### src/rtl/fifo2axis_pkt.sv
`default_nettype none
// =============================================================================
// Module   : fifo2axis_pkt
// Brief    : DEPTH-entry buffered bridge from an accelerator FIFO-write port to
//            an AXI4-Stream master, framing packets by beat count or by flush.
//            Define FIFO2AXIS_PKT_STATUS_EN to add the CTRL_BEATS status port.
// Revision : 1.0 - initial release
// =============================================================================
module fifo2axis_pkt #(
   parameter int DATA_WIDTH  = 64,
   parameter int DEPTH       = 4,
   parameter int LEN_WIDTH   = 16,
   parameter bit FULL_ACTIVE = 1'b0
) (
   input  logic                  ACC_CLK,
   input  logic                  ARESETN,
   input  logic                  CTRL_START,
   input  logic [LEN_WIDTH-1:0]  CTRL_LEN,
   input  logic                  CTRL_ALLOW,
   output logic                  CTRL_READY,
   output logic                  CTRL_FINISHED,
   output logic [DATA_WIDTH-1:0] AXIS_TDATA,
   output logic                  AXIS_TVALID,
   output logic                  AXIS_TLAST,
   input  logic                  AXIS_TREADY,
   output logic                  FIFO_FULL,
   input  logic [DATA_WIDTH-1:0] FIFO_DIN,
   input  logic                  FIFO_WRITE
`ifdef FIFO2AXIS_PKT_STATUS_EN
   ,
   output logic [LEN_WIDTH-1:0]  CTRL_BEATS
`endif
);

   localparam int c_ptr_w = $clog2(DEPTH);
   localparam int c_cnt_w = c_ptr_w + 1;
   localparam logic [c_cnt_w-1:0] c_cnt_one  = c_cnt_w'(1);
   localparam logic [c_cnt_w-1:0] c_cnt_two  = c_cnt_w'(2);
   localparam logic [c_cnt_w-1:0] c_cnt_full = c_cnt_w'(DEPTH);

   typedef enum logic [1:0] {
      ST_IDLE  = 2'd0,
      ST_RUN   = 2'd1,
      ST_DRAIN = 2'd2,
      ST_DONE  = 2'd3
   } state_t;

   state_t                r_state;
   state_t                w_state_nxt;
   logic [DATA_WIDTH-1:0] r_mem [DEPTH];
   logic [c_ptr_w-1:0]    r_wr_ptr;
   logic [c_ptr_w-1:0]    r_rd_ptr;
   logic [c_cnt_w-1:0]    r_count;
   logic [LEN_WIDTH-1:0]  r_len;
   logic                  r_unbounded;
   logic [LEN_WIDTH-1:0]  r_acc;
   logic [LEN_WIDTH-1:0]  w_acc_inc;
   logic                  w_len_done;
   logic                  w_full;
   logic                  w_wr_en;
   logic                  w_present;
   logic                  w_rd_en;
   logic                  w_start;

   // Back-pressure depends on registered state only, never on AXIS_TREADY.
   assign w_len_done = !r_unbounded && (r_acc >= r_len);
   assign w_full     = (r_state != ST_RUN) || (r_count == c_cnt_full) || w_len_done;
   assign w_wr_en    = FIFO_WRITE && !w_full;
   assign w_acc_inc  = (r_acc == '1) ? r_acc : r_acc + 1'b1;
   assign w_start    = (r_state == ST_IDLE) && CTRL_START;

   // Unbounded packets hold back the newest entry while running so the final
   // beat is still in the buffer when the flush decides it carries TLAST.
   always_comb begin
      w_present = 1'b0;
      case (r_state)
         ST_RUN:   w_present = r_unbounded ? (r_count >= c_cnt_two) : (r_count != '0);
         ST_DRAIN: w_present = (r_count != '0);
         default:  w_present = 1'b0;
      endcase
   end

   assign w_rd_en       = w_present && AXIS_TREADY;
   assign AXIS_TVALID   = w_present;
   assign AXIS_TDATA    = w_present ? r_mem[r_rd_ptr] : '0;
   assign AXIS_TLAST    = (r_state == ST_DRAIN) && (r_count == c_cnt_one);
   assign CTRL_READY    = (r_state == ST_IDLE);
   assign CTRL_FINISHED = (r_state == ST_DONE);
   assign FIFO_FULL     = FULL_ACTIVE ? w_full : !w_full;

   always_comb begin
      w_state_nxt = r_state;
      case (r_state)
         ST_IDLE: begin
            if (CTRL_START) w_state_nxt = ST_RUN;
         end
         ST_RUN: begin
            if (CTRL_ALLOW || (w_wr_en && !r_unbounded && (w_acc_inc == r_len)))
               w_state_nxt = ST_DRAIN;
         end
         ST_DRAIN: begin
            // An empty buffer here means nothing is left to carry TLAST.
            if ((r_count == '0) || (w_rd_en && (r_count == c_cnt_one)))
               w_state_nxt = ST_DONE;
         end
         ST_DONE:  w_state_nxt = ST_IDLE;
         default:  w_state_nxt = ST_IDLE;
      endcase
   end

   always_ff @(posedge ACC_CLK) begin
      if (!ARESETN) begin
         r_state     <= ST_IDLE;
         r_wr_ptr    <= '0;
         r_rd_ptr    <= '0;
         r_count     <= '0;
         r_len       <= '0;
         r_unbounded <= 1'b0;
         r_acc       <= '0;
      end else begin
         r_state <= w_state_nxt;
         if (w_start) begin
            r_len       <= CTRL_LEN;
            r_unbounded <= (CTRL_LEN == '0);
            r_acc       <= '0;
         end else if (w_wr_en) begin
            r_acc <= w_acc_inc;
         end
         if (w_wr_en) r_wr_ptr <= r_wr_ptr + 1'b1;
         if (w_rd_en) r_rd_ptr <= r_rd_ptr + 1'b1;
         case ({w_wr_en, w_rd_en})
            2'b10:   r_count <= r_count + 1'b1;
            2'b01:   r_count <= r_count - 1'b1;
            default: r_count <= r_count;
         endcase
      end
   end

   always_ff @(posedge ACC_CLK) begin
      if (w_wr_en) r_mem[r_wr_ptr] <= FIFO_DIN;
   end

`ifdef FIFO2AXIS_PKT_STATUS_EN
   logic [LEN_WIDTH-1:0] r_beats;

   always_ff @(posedge ACC_CLK) begin
      if (!ARESETN) begin
         r_beats <= '0;
      end else if (w_start) begin
         r_beats <= '0;
      end else if (w_rd_en && (r_beats != '1)) begin
         r_beats <= r_beats + 1'b1;
      end
   end

   assign CTRL_BEATS = r_beats;
`endif

endmodule
`default_nettype wire
### config.mk
export PLATFORM = sky130hd
export DESIGN_NAME = fifo2axis_pkt
export DESIGN_NICKNAME = d
export VERILOG_FILES = /design/src/rtl/fifo2axis_pkt.sv
export SDC_FILE = /design/constraint.sdc
export NUM_CORES = 1
export LEC_CHECK = 0
export BUFFER_PORTS_ARGS = -buffer_cell sky130_fd_sc_hd__buf_2
export CAP_MARGIN = 20
export CORE_MARGIN = 1.5
export CORE_UTILIZATION = 60
export CTS_CLUSTER_SIZE = 12
export DETAILED_ROUTE_END_ITERATION = 12
export GPL_ROUTABILITY_DRIVEN = 0
export PLACE_DENSITY_LB_ADDON = 0.1
export SYNTH_ARGS = -nofsm -noshare
export SYNTH_HDL_FRONTEND = slang
export SYNTH_SLANG_ARGS = --single-unit
### constraint.sdc
create_clock -name ACC_CLK -period 5.54 [get_ports ACC_CLK]
set_input_delay 0.554 -clock ACC_CLK [delete_from_list [all_inputs] [get_ports ACC_CLK]]
set_output_delay 0.554 -clock ACC_CLK [all_outputs]
set_load 0.02 [all_outputs]
==> metrics.cfg <==
[global_routing]
grtUsageMet3_pct=5.60
use_met2_pct=41.6
grt-busiest-layer=met2
first_global_vias=7681
grt_max_degree=68
grt_overflow=0
grt_antenna_before_repair=2
grt_usage_pct=24.5
grt_pass1_wl_mm=41.7
grt.met1_usage_pct=31.8

[floorplan]
placementRows=53
die_x_um=149
die_y_um=149
die-area_um2=22300
io_pins=155
coreArea_um2=21000
initial_core_util_pct=61.2

[route]
vias=7601
dr.pass1.iters=5
drtAntennaViolNets=0
wl_per_cell_um=21.4
via_per_inst=6.11
drc=0
wl_mm=26.6
drtIter0Drc=585

[critical_path]
reg2regPathDepth=9
path_cells=inv_1 > ha_1 > o311ai_0 > nand2_2 > buf_12 > and3_1 > buf_2
cpPeakStageDelay_ns=0.47
start_kind=flop
cp-end-kind=primary output
crit_type=flop to primary output
critPathArrivalTime_ns=2.79
cp.required_ns=4.99
crit_fanout=37
crit_slowest_cell=nand2_2

[logic_synthesis]
synth_edf_count=256
yosys.area.top_type=edfxtp_1
ys_warn_count=0
synth_cells=813
async_reset_ff_share_pct=0
syn_nets=930
ys_types=60
synth_top_area_share_pct=59.8
syn_area_per_cell_um2=15.8
synth_ff_type=edfxtp_1
synth_area_leaders=edfxtp_1 60%, mux4_2 11%, dfxtp_1 6.9%
yosysSeqAreaShare_pct=66.7
ys_ff_latch=300
syn_area_um2=12900

[clock_network]
hold_buffers=0
h-tree-depth=1
cts_buffers=30
clock_sinks=300
clockBufferDepth=3
postCtsSetupBuffers=0
cts_tree=done
post_cts_resize_count=0
clkTransAtPathRegs_ns=0.06
root_buffer=clkbuf_16
clk_latency_ns=0.57

[cells_and_area]
final_net_count=1072
synthToLayoutAreaGrowth_pct=14.9
stdcell_area_um2=14800
nFillCells=1371
fin_util_pct=70.3
drive_above_1_share_pct=28.5

[sta]
finalCritPeriodShare_pct=60.4
maxSlewViolCount=0
final-hold-violation-count=0
finClkSkew_ns=0.0407
rsz0062_at_grt=no
max_freq_mhz=299
maxSlewHeadroom_pct=33.9
worst_pin_slew_ns=0.992
period_minus_slack_ns=3.35
setup-tns-final_ns=0
setup_violations=0

[run]
maxCapViolations=0

[pwr]
power_density_nw_per_um2=383
power.share.sequential_pct=49.1
power.share.switching_pct=26.4
power_leakage_nw=5.37
intPower_mw=4.16
peakVddDrop_mv=0.312
combPwrFrac_pct=17.1
p_total_mw=5.65
clock_power_share_pct=33.8
switchingPower_mw=1.49

[placement]
portBuffers=154
dpl_cell_area_um2=13800
hpwl_mm=16.3

[min_path]
hold_depth=1
hold_path.class=primary input to flop

[run_status]
status=complete, no violations

## layout by cell type, fill, tap and decap left out, drive strengths merged, types with 3 or more instances in the layout
cell type  count
inv           29
and4           4
a21boi        19
xor2           6
or4            3
mux2i          6
dfxtp         44
nand4         10
or3            4
clkinv         4
a21oi         14
buf          158
o21ai         15
a311oi         6
nor3          11
nor2          20
nor4           8
xnor2         20
nand2         60
and3          70
ha            31
nor2b          5
a211oi         6
a31oi          3
clkbuf        40
edfxtp       256
and2          11
nand3          9
mux4          64
## power by group through the flow
stage / Sequential [mW] / Combinational [mW] / Clock, mW
2_1_floorplan: 2.80 / 0.658 / 0
5_1_grt: 2.79 / 1.05 / 2.02
4_1_cts: 2.78 / 0.970 / 1.94
3_5_place_dp: 2.83 / 0.960 / 0
6_report: 2.78 / 0.964 / 1.91
3_3_place_gp: 2.81 / 0.925 / 0
## per-stage QoR
step | setup slack, ns | instances | hold slack, ns
3_5_place_dp | 2.24 | 1197 | 0.463
5_1_grt | 1.90 | 1244 | 0.180
3_3_place_gp | 2.26 | 1196 | 0.461
6_report | 2.19 | 1245 | 0.191
2_1_floorplan | 1.84 | 813 | 0.443
4_1_cts | 1.91 | 1243 | 0.170
## kinds of logic (layout without fill, tap and decap cells)
group / after synthesis / after routing / synth area share, %
adders and majority gates: 31 / 31 / 3.02
muxes: 70 / 70 / 11.7
and+or+nand+nor: 221 / 221 / 9.59
buffers and inverters: 77 / 233 / 2.39
AOI/OAI and AO/OA: 88 / 88 / 4.84
xor gates and xnor gates: 26 / 26 / 1.83
other: 0 / 1 / 0
DFF: 300 / 300 / 66.7
## registers in the layout, indices dropped and copies added, names as in the netlist, named ones only
name	count
r_acc	16
r_count	3
r_len	16
r_mem	256
r_rd_ptr	2
r_state	2
r_unbounded	1
r_wr_ptr	2
## layer usage
metal	up-vias	wire length, µm
met5	-	0
met4	0	690
met3	54	1800
met2	262	13500
met1	3818	10600
li1	3467	-
## cells in the mapped netlist, types with 2 or more instances
cell type,number
a211oi_1,6
a21boi_0,19
a21o_1,2
a21oi_1,14
a221oi_1,2
a311oi_1,6
a31oi_1,3
a41oi_1,2
and2_1,11
and3_1,70
and4_1,4
buf_1,7
buf_2,8
clkbuf_1,31
dfxtp_1,44
edfxtp_1,256
ha_1,31
inv_1,29
mux2i_1,6
mux4_2,64
nand2_1,60
nand3_1,8
nand4_1,8
nand4_4,2
nor2_1,20
nor2b_1,5
nor3_1,11
nor4_1,7
o2111a_1,2
o2111ai_1,2
o211ai_1,2
o21ai_0,15
o31ai_1,2
or3_1,4
or4_1,2
xnor2_1,19
xor2_1,6
## worst paths after layout
kind | slack (ns) | end | start
setup reg to reg | 2.22 | r_state[0]$_SDFFE_PN0P_ | r_acc[1]$_SDFFE_PP0P_
hold reg to reg | 0.47 | r_len[14]$_SDFFE_PN0P_ | r_len[14]$_SDFFE_PN0P_
hold / removal | 0.19 | r_mem[1][18]$_DFFE_PP_ | FIFO_DIN[18]
setup / recovery | 2.19 | AXIS_TDATA[6] | r_count[0]$_SDFFE_PN0P_
## worst max-delay path: cells and delay by family, from the launching register on
| kind | cells | cell delay, ns |
|---|---|---|
| AND/OR/NAND/NOR | 2 | 0.69 |
| AO/OA/AOI/OAI | 1 | 0.34 |
| flip-flops | 1 | 0.40 |
| adder cells (fa/ha/maj) | 1 | 0.20 |
| buffers and inverters | 3 | 0.61 |
## area by class of cell
| cell class | count | area (µm²) | area share [%] |
|---|---|---|---|
| multi-input cells | 436 | 3990 | 27.0 |
| repair buffers | 158 | 826 | 5.59 |
| clock buffers | 40 | 818 | 5.54 |
| diodes | 1 | 2.50 | 0.0169 |
| well taps | 275 | 344 | 2.33 |
| flip-flops and latches | 300 | 8580 | 58.1 |
| clock inverters | 6 | 103 | 0.695 |
| inverters | 29 | 109 | 0.737 |
No activity file was read; power rests on OpenSTA's default activity.
